--- src/rtl/fetch_sequencer.sv ---
// Instruction-cycle sequencer for the basic computer: steps fetch, decode and the
// optional indirect resolution, then hands each instruction to the execute unit.
module fetch_sequencer #(
    parameter int DATA_W = 16,
    parameter int ADDR_W = 12
) (
    input  logic              clk,
    input  logic              reset,
    input  logic              start,
    input  logic [DATA_W-1:0] ir_in,
    input  logic              exec_done,
    input  logic              halt,
    output logic [2:0]        bus_sel,
    output logic              mem_read,
    output logic              ar_load,
    output logic              ar_inc,
    output logic              ar_clr,
    output logic              pc_load,
    output logic              pc_inc,
    output logic              pc_clr,
    output logic              ir_load,
    output logic              i_flag,
    output logic [2:0]        opcode,
    output logic              exec_start,
    output logic [3:0]        sc,
    output logic              running
);

    typedef enum logic [2:0] {
        S_IDLE = 3'd0,
        S_INIT = 3'd1,
        S_T0   = 3'd2,
        S_T1   = 3'd3,
        S_T2   = 3'd4,
        S_T3   = 3'd5,
        S_EXEC = 3'd6
    } state_e;

    state_e      state_q, state_d;
    logic [3:0]  sc_q, sc_d;
    logic        i_flag_q, i_flag_d;
    logic [2:0]  opcode_q, opcode_d;

    // The address field of IR is routed over the bus, never decoded here.
    logic        unused_addr_s;
    assign unused_addr_s = ^ir_in[ADDR_W-1:0];

    // State, timing count and latched instruction fields.
    always_ff @(posedge clk) begin
        if (reset) begin
            state_q  <= S_IDLE;
            sc_q     <= 4'd0;
            i_flag_q <= 1'b0;
            opcode_q <= 3'd0;
        end else begin
            state_q  <= state_d;
            sc_q     <= sc_d;
            i_flag_q <= i_flag_d;
            opcode_q <= opcode_d;
        end
    end

    // Next-state, next timing count (value the count takes in the next state).
    always_comb begin
        state_d  = state_q;
        sc_d     = sc_q;
        i_flag_d = i_flag_q;
        opcode_d = opcode_q;
        case (state_q)
            S_IDLE: begin
                sc_d = 4'd0;
                if (start) begin
                    state_d = S_INIT;
                end else begin
                    state_d = S_IDLE;
                end
            end
            S_INIT: begin
                state_d = S_T0;
                sc_d    = 4'd0;
            end
            S_T0: begin
                state_d = S_T1;
                sc_d    = 4'd1;
            end
            S_T1: begin
                state_d = S_T2;
                sc_d    = 4'd2;
            end
            S_T2: begin
                state_d  = S_T3;
                sc_d     = 4'd3;
                i_flag_d = ir_in[DATA_W-1];
                opcode_d = ir_in[DATA_W-2:DATA_W-4];
            end
            S_T3: begin
                state_d = S_EXEC;
                sc_d    = 4'd4;
            end
            S_EXEC: begin
                if (exec_done) begin
                    sc_d = 4'd0;
                    if (halt) begin
                        state_d = S_IDLE;
                    end else begin
                        state_d = S_T0;
                    end
                end else if (sc_q == 4'd15) begin
                    sc_d = 4'd15;
                end else begin
                    sc_d = sc_q + 4'd1;
                end
            end
            default: begin
                state_d = S_IDLE;
                sc_d    = 4'd0;
            end
        endcase
    end

    // Moore control decode from the current state and latched fields.
    always_comb begin
        bus_sel    = 3'd0;
        mem_read   = 1'b0;
        ar_load    = 1'b0;
        ar_inc     = 1'b0;
        ar_clr     = 1'b0;
        pc_load    = 1'b0;
        pc_inc     = 1'b0;
        pc_clr     = 1'b0;
        ir_load    = 1'b0;
        exec_start = 1'b0;
        case (state_q)
            S_INIT: begin
                pc_clr = 1'b1;
                ar_clr = 1'b1;
            end
            S_T0: begin
                bus_sel = 3'd2;
                ar_load = 1'b1;
            end
            S_T1: begin
                bus_sel  = 3'd7;
                mem_read = 1'b1;
                ir_load  = 1'b1;
                pc_inc   = 1'b1;
            end
            S_T2: begin
                bus_sel = 3'd5;
                ar_load = 1'b1;
            end
            S_T3: begin
                // Register/IO references (opcode 7) never take the indirect fetch.
                if (i_flag_q && (opcode_q != 3'd7)) begin
                    bus_sel  = 3'd7;
                    mem_read = 1'b1;
                    ar_load  = 1'b1;
                end else begin
                    bus_sel  = 3'd0;
                end
            end
            S_EXEC: begin
                // The count is 4 only in the first EXEC cycle, since it never wraps.
                exec_start = (sc_q == 4'd4);
            end
            default: begin
                bus_sel = 3'd0;
            end
        endcase
    end

    assign i_flag  = i_flag_q;
    assign opcode  = opcode_q;
    assign sc      = sc_q;
    assign running = (state_q != S_IDLE);

endmodule

--- config.mk ---
export PLATFORM = sky130hd
export DESIGN_NAME = fetch_sequencer
export DESIGN_NICKNAME = d
export VERILOG_FILES = /design/src/rtl/fetch_sequencer.sv
export SDC_FILE = /design/constraint.sdc
export NUM_CORES = 1
export LEC_CHECK = 0
export ABC_AREA = 1
export CAP_MARGIN = 5
export CORE_MARGIN = 2
export CORE_UTILIZATION = 37
export CTS_CLUSTER_SIZE = 8
export DETAILED_ROUTE_END_ITERATION = 10
export HOLD_SLACK_MARGIN = 0.1
export MAX_ROUTING_LAYER = met4
export PLACE_DENSITY = 0.92
export SLEW_MARGIN = 20
export SYNTH_ARGS = -nofsm -noshare
export SYNTH_HDL_FRONTEND = slang
export SYNTH_SLANG_ARGS = --single-unit
export TNS_END_PERCENT = 20
--- constraint.sdc ---
create_clock -name clk -period 3 [get_ports clk]
set_input_delay 0.6 -clock clk [delete_from_list [all_inputs] [get_ports clk]]
set_output_delay 0.6 -clock clk [all_outputs]
set_load 0.02 [all_outputs]
==> impl_metrics.toml <==
[critical_path]
reg2reg_from = "sc[0]"
path_class = "reg2out"
crit_chain = "inv_1, nor2_1, nand4_1, nand3_1, clkdlybuf4s50_1"
startpoint = "state_q[0]"
worstPathArrival_ps = 1890
cpPeakStageDelay_ps = 610
r2r_slack_ps = 1900
worstPathMaxFanout = 4
cp_slowest_cell = "clkdlybuf4s50_1"
cp-start-kind = "register"
worstPathRequired_ps = 2400
reg2reg_depth = 6
end_kind = "output port"

[sta]
hold_slack_ps = 505
timing.final.crit_period_ps = 2490
hold_viol_final = 0
setup_viol = 0
rsz0062_at_grt = "false"
fmax_ghz = 0.401
fin_skew_ps = 4.38
finalCritPeriodShare = 0.832
drv_slew = 0
fin_setup_tns_ps = 0

[synth]
synth_edf_count = 0
synthArstFlopShare = 0
syn_area_sq_um = 619
yosysTopAreaCellShare = 0.356
synth_simple_gate_area_frac = 0.349
yosys_warnings = 0
yosysMostFrequentCell = "nand2_1"
synth.top_cells.by_area = "dfxtp_1 (36%), nand2_1 (13%), inv_1 (7.3%)"
synth_compound_area_frac = 0.103
synth_common_cells = "nand2_1 (21), inv_1 (12), dfxtp_1 (11)"
synth_top_area_cell = "dfxtp_1"
avgSynthCellArea_sq_um = 6.81
synthXorXnorAreaFrac = 0
synthMuxAreaShare = 0
ys_types = 19
yosys.area_share.adder = 0.0404
ys.flop_type = "dfxtp_1"
synth-seq-area-share = 0.356
synth-seq-cells = 11
synth_top_family_by_area = "simple AND/OR/NAND/NOR gates"
netlist_instances = 91

[cells_and_area]
fin_util = 0.586
nets = 142
fin_area_sq_um = 903
syn_to_final_growth_pct = 45.9
nFillCells = 163
antenna_cells = 0
drive_gt1_frac = 0.110

[clock_network]
cts_setup_buffers = 0
ctsResizeCount = 0
ctsHtreeMaxLevel = 1
clk_path_buf_depth = 2
cts_root_buf = "clkbuf_4"
clock-sinks = 11
cts_buffers = 3
ctsHoldBuffers = 0
clock_latency_ps = 270
cts_tree = "yes"
clk_pin_slew_ps = 70

[min_path]
hold_depth = 2
worstHoldPathType = "reg2reg"
hp-start = "opcode[1]"

[power]
vdd_ir_drop_max_v = 0.000366
p_per_area_nw_per_um2 = 728
power_uw = 658
leakage_nw = 0.401

[die]
ios = 42
coreArea_sq_um = 1540
rows = 14
die_x_um = 44.9
dieArea_sq_um = 2020
initial_utilization = 0.402
fp.dieH_um = 44.9

[detailed_routing]
drtPass1Iterations = 4
wl_per_cell_um = 10.2
drc = 0
ant_nets = 0
via_count = 639
routed_via_density = 4.77
wirelength_um = 1370
first_iter_violations = 12

[placed_design]
place_congestion = 0.855
placed_cell_area_sq_um = 876
numPortBuffers = 27
dpl.hpwl_um = 1090

[outcome]
status = "finished, final reports clean"

[global_route]
grt_max_degree = 9
antenna_found_initial = 0
grt_usage = 0.155
grt_pass1_wl_um = 2290
globalRouteOverflowTotal = 0
grt_pass1_vias = 578

[flow_run]
max-cap-violations = 0
==> kinds of logic (layout without fill, tap and decap cells) <==
kind of cell | Yosys count | in the layout
other | 1 | 2
AO/OA/AOI/OAI | 12 | 12
buffers and inverters | 19 | 45
flip-flops | 11 | 11
AND/OR/NAND/NOR | 46 | 46
adder cells (fa/ha/maj) | 2 | 2
==> flip-flops by register name, summed over array words and instances (netlist names) <==
register and flops:
i_flag 1, sc 4, state_q 3, opcode 3
==> final timing paths <==
path	end
max	bus_sel[0]
min	opcode[1]
max reg2reg	sc[1]
min reg2reg	opcode[1]
==> metrics by stage <==
step	std cells	setup WS, ps
floorplan	92	1210
global placement	130	840
detailed placement	130	806
CTS	134	500
global route	134	403
finish	134	505
==> worst max-delay path, delay by kind of cell, from the launching register on <==
kind	cells	cell delay, ps
buf+inv	2	720
simple gates	3	520
flops	1	380
==> cell usage in the layout, fill, tap and decap left out <==
cell type        Yosys  routed
a21oi_1              5       5
a21oi_2              1       1
clkbuf_4             0       3
clkdlybuf4s50_1      0      27
clkinv_2             0       1
conb_1               1       2
dfxtp_1             11      11
ha_1                 2       2
inv_1               12      12
inv_2                2       2
nand2_1             21      21
nand2_2              2       2
nand3_1              6       6
nand3_2              2       2
nand4_1              2       2
nor2_1              10      10
nor2_2               1       1
nor2_4               1       1
nor3b_1              1       1
o21ai_0              5       5
o21ai_1              1       1
==> power by group <==
group	total [mW]	switching (mW)	internal, mW
registers	0.208	0.0356	0.172
clock network	0.100	0.0509	0.0493
logic	0.350	0.193	0.157
total	0.658	0.279	0.379
==> cell type report <==
cell class | instances | area, sq um | area share
Inverter | 14 | 52.6 | 0.0582
Clock buffer | 3 | 22.5 | 0.0249
Tap cell | 16 | 20.0 | 0.0222
Sequential cell | 11 | 220 | 0.244
Multi-Input combinational cell | 62 | 313 | 0.346
Timing Repair Buffer | 27 | 270 | 0.299
Clock inverter | 1 | 5.00 | 0.00554
==> routing by layer <==
layer  part of all wire  vias up  GRT usage
met5                  0        -          -
met1               0.47      281      0.202
met2               0.47       23      0.246
li1                   -      335          -
met4                  0        0     0.0529
met3              0.056        0     0.0240
Note: power is estimated with default switching activity, not from simulation.
